### config.mk
export PLATFORM = sky130hd
export DESIGN_NAME = mem_arbiter
export DESIGN_NICKNAME = d
export VERILOG_FILES = /design/src/rtl/mem_arbiter.sv
export SDC_FILE = /design/constraint.sdc
export NUM_CORES = 1
export LEC_CHECK = 0
export ABC_AREA = 1
export CORE_AREA = 10 10 97 99
export CTS_CLUSTER_SIZE = 14
export DETAILED_ROUTE_END_ITERATION = 6
export DIE_AREA = 0 0 107 109
export PLACE_DENSITY = 0.8
export SYNTH_ARGS = -nofsm -noshare
export SYNTH_HDL_FRONTEND = slang
export SYNTH_SLANG_ARGS = --single-unit
export TNS_END_PERCENT = 5
### constraint.sdc
create_clock -name clk -period 2.7 [get_ports clk]
set_clock_uncertainty 0.15 [all_clocks]
set_input_delay 0.27 -clock clk [delete_from_list [all_inputs] [get_ports clk]]
set_output_delay 0.27 -clock clk [all_outputs]
set_load 0.01 [all_outputs]
### src/rtl/mem_arbiter.sv
`default_nettype none
// ============================================================================
//  Module   : mem_arbiter
//  Brief    : Two-port (fetch / data) arbiter onto a single-ported unified
//             memory. One transaction outstanding at a time, data port wins
//             by default. Responses are routed back to the issuing port.
//             Optional fetch-fairness counter enabled by ARB_FAIRNESS_EN.
//  Revision : 1.0 - initial release
// ============================================================================
module mem_arbiter #(
    parameter int ADDR_W       = 32,
    parameter int DATA_W       = 32,
    parameter int MAX_DATA_RUN = 4
) (
    input  logic              clk,
    input  logic              reset,
    // fetch port
    input  logic              i_req,
    input  logic [ADDR_W-1:0] i_addr,
    output logic              i_gnt,
    output logic              i_rvalid,
    output logic [DATA_W-1:0] i_rdata,
    // data port
    input  logic              d_req,
    input  logic              d_we,
    input  logic [ADDR_W-1:0] d_addr,
    input  logic [DATA_W-1:0] d_wdata,
    output logic              d_gnt,
    output logic              d_rvalid,
    output logic [DATA_W-1:0] d_rdata,
    // memory port
    output logic              m_req,
    output logic              m_we,
    output logic [ADDR_W-1:0] m_addr,
    output logic [DATA_W-1:0] m_wdata,
    input  logic              m_gnt,
    input  logic              m_rvalid,
    input  logic [DATA_W-1:0] m_rdata,
    // status
    output logic              busy,
    output logic              err_spurious
);

    localparam logic [1:0] ST_IDLE   = 2'd0;
    localparam logic [1:0] ST_WAIT_I = 2'd1;
    localparam logic [1:0] ST_WAIT_D = 2'd2;

    // Out-of-range run limits would make the saturating 8-bit counter wrong.
    generate
        if (MAX_DATA_RUN < 1 || MAX_DATA_RUN > 255) begin : g_bad_run_limit
            $error("mem_arbiter: MAX_DATA_RUN must be within 1..255");
        end
    endgenerate

    logic [1:0] state_q, state_d;
    logic       err_spurious_q, err_spurious_d;
    logic       req_any;
    logic       fetch_forced;
    logic       sel_data;

`ifdef ARB_FAIRNESS_EN
    localparam logic [7:0] RUN_MAX = 8'(MAX_DATA_RUN);

    logic [7:0] run_cnt_q, run_cnt_d;

    // Fetch has waited through RUN_MAX data grants: it takes the next slot.
    always_comb begin
        fetch_forced = i_req && (run_cnt_q == RUN_MAX);
    end

    // Count consecutive data grants taken while fetch was waiting.
    always_comb begin
        run_cnt_d = run_cnt_q;
        if (i_gnt) begin
            run_cnt_d = 8'd0;
        end else if (d_gnt) begin
            if (!i_req) begin
                run_cnt_d = 8'd0;
            end else if (run_cnt_q != RUN_MAX) begin
                run_cnt_d = run_cnt_q + 8'd1;
            end
        end
    end

    // Fairness counter register.
    always_ff @(posedge clk or posedge reset) begin
        if (reset) begin
            run_cnt_q <= 8'd0;
        end else begin
            run_cnt_q <= run_cnt_d;
        end
    end
`else
    // Strict data priority: fetch never overrides a pending data request.
    always_comb begin
        fetch_forced = 1'b0;
    end
`endif

    // Port selection: data unless fetch has been held off too long.
    always_comb begin
        req_any  = i_req | d_req;
        sel_data = d_req & ~fetch_forced;
    end

    // State and sticky error registers.
    always_ff @(posedge clk or posedge reset) begin
        if (reset) begin
            state_q        <= ST_IDLE;
            err_spurious_q <= 1'b0;
        end else begin
            state_q        <= state_d;
            err_spurious_q <= err_spurious_d;
        end
    end

    // Next-state: leave IDLE on an accepted request, return on the response.
    always_comb begin
        state_d        = state_q;
        err_spurious_d = err_spurious_q;
        case (state_q)
            ST_IDLE: begin
                if (m_rvalid) begin
                    err_spurious_d = 1'b1;
                end
                if (m_gnt && req_any) begin
                    state_d = sel_data ? ST_WAIT_D : ST_WAIT_I;
                end
            end
            ST_WAIT_I, ST_WAIT_D: begin
                if (m_rvalid) begin
                    state_d = ST_IDLE;
                end
            end
            default: state_d = ST_IDLE;
        endcase
    end

    // Outputs: request mux and grants in IDLE, response routing in WAIT_x.
    always_comb begin
        i_gnt        = 1'b0;
        d_gnt        = 1'b0;
        i_rvalid     = 1'b0;
        d_rvalid     = 1'b0;
        i_rdata      = m_rdata;
        d_rdata      = m_rdata;
        m_req        = 1'b0;
        m_we         = 1'b0;
        m_addr       = sel_data ? d_addr : i_addr;
        m_wdata      = sel_data ? d_wdata : '0;
        busy         = (state_q != ST_IDLE);
        err_spurious = err_spurious_q;
        case (state_q)
            ST_IDLE: begin
                // Grants are gated so nothing is accepted while in reset.
                if (!reset) begin
                    m_req = req_any;
                    m_we  = sel_data & d_we;
                    i_gnt = m_gnt & req_any & ~sel_data;
                    d_gnt = m_gnt & req_any & sel_data;
                end
            end
            ST_WAIT_I: i_rvalid = m_rvalid;
            ST_WAIT_D: d_rvalid = m_rvalid;
            default: ;
        endcase
    end

endmodule
`default_nettype wire

# Yosys cells after proc, flatten, opt, wreduce, memory -nomap -nowiden
# Cells that the tools add are included.
# Widths: inputs -> output; s select.
# word_totals
ff_bits	3
latchBits	0
ram_bits	0
mem_bits_ro	0
output_inout_bits	136
wordCells	34
mem_count	0
# op_classes
n_addsub	0
multipliers	0
div	0
order_cmp	0
eq_ne	4
n_shift	0
mux	16
n_bitwise	6
reduce_logical	6
# ops
op	n
$mux 32	2
$mux 1	10
$mux 2	3
$and 1x1->1	4
$ne 2x2->1 const B	2
$pmux 2 s2	1
$reduce_and 2->1	2
$eq 2x1->1 const B	1
$eq 2x2->1 const B	1
$logic_not 2->1	1
$reduce_bool 2->1	1
$reduce_or 2->1	1
$logic_and 1x1->1	1
$not 1->1	1
$or 1x1->1	1

# Longest topological paths before layout
# logic_depth
depth_word	5
ltp_mapped	6
depth_no_buf	6

# Least setup slack after synthesis
# No wires, ideal clock.
# synth_path
path_kind	flip-flop to output port
start	register state_q[0]
end	output port m_req
arrival_ns	1.082
required_ns	2.280
slack_ns	1.198
path_stages_with_launch	5
path_buffers	0
path_cell_list	dfrtp_1 > inv_1 > ha_1 > inv_2 > nor3_1
# synth_via
elab_chain_len	2
# synth_lines
element	line	text
from (decl)	55	logic [1:0] state_q, state_d;
from (signal assigned)	112	state_q <= state_d;
$logic_not 2->1	153	case (state_q)
$mux 1	153	
to (decl)	32	output logic m_req,
# No other way between the ends.

# Worst setup path after layout
# layout_path
start	register state_q[0]
end	output port d_gnt
# layout_via
elab_chain_len	2
# layout_lines
element	line	text
$logic_not 2->1	153	
$mux 1	153	
to (decl)	28	output logic d_gnt,
# No other way between the ends.

==> results.md <==
- The commonest cells after synthesis are sky130_fd_sc_hd__nand2_1, sky130_fd_sc_hd__buf_4, sky130_fd_sc_hd__inv_1, sky130_fd_sc_hd__buf_6, sky130_fd_sc_hd__nor2_1.
- The sequential cell area fraction in the yosys report is 0.0520.
- Of the cells placed in the final design, the portion with a size suffix greater than 1 is 0.0239.
- The net switching power is approximately 270 µW.
- IR analysis of the VDD net gives a maximum drop of ~120 µV.
- The area of the core is around 7500 µm².
- The clock share of power is 0.178.
- The maximum number of pins on one net before global-route repair is 37.
- The number of global-route vias before repair is between 1.5k and 2k.
- The number of sinks on the clock net is 3.
- Buffers placed on the I/O ports in this run total around 170.
- The initial utilization of the core area, before any placement, comes to 0.192.
- The flow ran to the end, and the final reports show no timing, DRC or antenna violations.
- Along the worst path, the maximum fanout reaches 6.
- Of the total power, combinational logic draws 0.735.
- Clock tree synthesis selected as its root buffer the cell sky130_fd_sc_hd__clkbuf_8.
- The count of flip-flops with a built-in enable after synthesis is 0.
- The die boundary width is ~110 µm.
- The number of post-CTS setup repair buffers is 0.
- The total of fill cells in the finished design is between 700 and 800.
- The wire length per cell is 14.0 µm.
- The residual DRC count is 0.
- 0 antenna diodes ended up in the layout.
- The remaining antenna violation count after routing is 0.
- Summed over all layers, the routed wires come to 6710 µm.
- In this run the tightest slew margin relative to its limit is 0.630.
- The tool flagged a number of max-cap violations equal to 0.
- The classification of the worst-slack hold path is in2async.
- The share of synthesized area in the top cell type comes to 0.362.
- The cell area that synthesis handed to floorplanning was 1440 µm².
- The switching share of power is 0.357.
- The summed negative setup slack over all endpoints is 0 ps.
- The endpoint arrival time on the critical path is 1820 ps.
- The leakage power total is about 0.0015 µW.
- By area the synthesized netlist is led by sky130_fd_sc_hd__nand2_1, sky130_fd_sc_hd__buf_4, sky130_fd_sc_hd__inv_1, sky130_fd_sc_hd__buf_6, sky130_fd_sc_hd__dfrtp_1.
- The relative contribution of sequential cells to total power is 0.087.
- The number of different library cells used by synthesis comes to 15.
- The worst setup path is of the reg2out kind.
- The net count of the finished layout is around 520.
- Gates resized during post-CTS repair numbered 0.
- The share of flip-flops with an asynchronous set or reset after synthesis is 1.00.
- The leftover overflow at the end of global routing is 0.
- 271 I/O pins were placed.
- The final critical-path share of the clock period is 0.830.
- Summing over every cut layer, the via total after detailed routing is around 1.8k.
- Setup violations remaining at the end of the flow were counted as 0.
- In this run the core area contains 32 standard-cell rows.
- The die covers 11,700 µm².
- The cell taking the most area after synthesis is sky130_fd_sc_hd__nand2_1.
- The number of endpoints with negative hold slack in the final report came to 0.
- Counting flops and latches in the post-synthesis netlist gives 3.
- The element type at the critical path start is a flop.
- The wire length of the first global-routing pass is approximately 9900 µm.
- The internal power of the cells totals between 400 and 500 µW.
- Averaged over all synthesized cells, the footprint is about 5.3 µm².
- The weighted congestion reported at the end of routability-driven placement is between 0.7 and 0.8.
- The clock period minus worst slack is 2240 ps.
- Yosys printed 0 warnings.
- The first-pass detailed-route iteration total is 4.
- The HPWL after detailed placement is 5950 µm.
- Dividing total power by cell area gives a power density of ~270 nW/µm².
- The clock slew at the register clock pins of the worst setup and hold paths is approximately 30 ps.
- The worst setup path is captured at an output pin.
- In the synthesized netlist the dominant register cell turns out to be sky130_fd_sc_hd__dfrtp_1.
- TritonCTS created 3 clock buffers.
- The all-layer global routing usage is 0.105.
- Setup repair after global routing left no endpoint under its margin.
- The number of hold buffers added after CTS was 0.
- By instance count, the leading cell after synthesis is sky130_fd_sc_hd__nand2_1.
- The iteration-0 DRC count of the detailed router is 68.
- The number of buffers between clock root and the deepest sink is 2.
- Using the TritonRoute via totals, the vias-per-cell ratio works out to 3.77.
- At the worst endpoint, the required time is approximately 2300 ps.
- CTS built an H-tree with a depth of 1.
- The design draws 751 µW.
- When the netlist entered floorplanning its net count stood at 410.
- Relative to the synthesized area, the layout overhead comes to 92.1%.
- The die height is approximately 110 µm.
- In the synthesized netlist, the number of instances is between 200 and 300.
- The count of final max-slew check failures is 0.
- The CTS tree is done.
- The insertion delay to the later sink of the worst-skew pair is 220 ps.
- For the pin with the worst max-slew slack, the measured transition is between 500 and 600 ps.
- The achievable clock frequency is around 450 MHz.
- The number of antenna violations at the first check in global routing is 0.
## worst max-delay path, stage by stage, from the launching register on
cell,delay [ps]
sky130_fd_sc_hd__dfrtp_1,390
sky130_fd_sc_hd__inv_1,90
sky130_fd_sc_hd__ha_1,280
sky130_fd_sc_hd__nand2_1,110
sky130_fd_sc_hd__nor3_1,150
sky130_fd_sc_hd__clkdlybuf4s50_1,590
## state kept, by name, indices dropped and copies added, names as in the netlist
| name | count |
|---|---|
| err_spurious | 1 |
| state_q | 2 |
## cells in the final DEF, fill, tap and decap left out
cell and count:
sky130_fd_sc_hd__inv_1 39, sky130_fd_sc_hd__nand3_1 1, sky130_fd_sc_hd__inv_2 2, sky130_fd_sc_hd__clkbuf_8 3, sky130_fd_sc_hd__ha_1 3, sky130_fd_sc_hd__nand2_1 139
sky130_fd_sc_hd__nand4_1 2, sky130_fd_sc_hd__clkdlybuf4s50_1 173, sky130_fd_sc_hd__dfrtp_1 3, sky130_fd_sc_hd__buf_2 1, sky130_fd_sc_hd__nor2_1 4, sky130_fd_sc_hd__clkbuf_1 1
sky130_fd_sc_hd__o21ai_2 1, sky130_fd_sc_hd__nor3_1 2, sky130_fd_sc_hd__o21bai_1 1, sky130_fd_sc_hd__buf_4 2
## cell families (layout without fill, tap and decap cells)
group	count (synthesis)	after routing	share of synthesized area
buffers and inverters	116	221	0.520
adders and majority gates	3	3	0.0260
DFF	3	3	0.0520
AOI/OAI and AO/OA	2	2	0.0113
and+or+nand+nor	148	148	0.391
## through the flow
stage	cell area [µm²]	worst slack, ps	hold WS, ps	instances	util
final	2770	459	194	479	0.368
after CTS	2770	440	195	479	0.368
after global placement	2730	589	321	475	0.362
after floorplan	1440	1200	-110	272	-
after global routing	2770	320	215	479	0.368
after detailed placement	2730	565	323	475	0.362
## per-layer routing
metal / vias to the layer above / wire, µm / global-route usage
met5: - / 0 / 0
met4: 0 / 301 / 0.0706
met3: 43 / 906 / 0.0649
met2: 109 / 3330 / 0.177
met1: 732 / 2170 / 0.0933
li1: 923 / - / -
## worst paths after layout
| path | start | end | slack [ps] | cells after the start |
|---|---|---|---|---|
| min | reset | state_q[0] | 190 | 2 |
| max in group asynchronous | reset | state_q[1] | 2040 | 2 |
| min reg2reg | err_spurious | err_spurious | 330 | 1 |
| min in group clk | err_spurious | err_spurious | 330 | 1 |
| max reg2reg | state_q[0] | state_q[1] | 1400 | 6 |
| max | state_q[0] | d_gnt | 460 | 5 |
## power by group through the flow
stage	Sequential [µW]	Combinational, µW	Clock [µW]
floorplan	63.5	310	0
global placement	64.1	547	0
detailed placement	65.9	557	0
CTS	65.4	560	137
global route	66.7	610	141
finish	65.3	552	134
## cell type report
| class | instances | area, µm² | share of cell area |
|---|---|---|---|
| multi-input cells | 153 | 618 | 0.223 |
| inverters | 41 | 154 | 0.0555 |
| clock buffers | 4 | 45.0 | 0.0163 |
| repair buffers | 176 | 1750 | 0.632 |
| flip-flops and latches | 3 | 75.1 | 0.0271 |
| well taps | 102 | 128 | 0.0460 |
(Power assumes the default switching activity.)
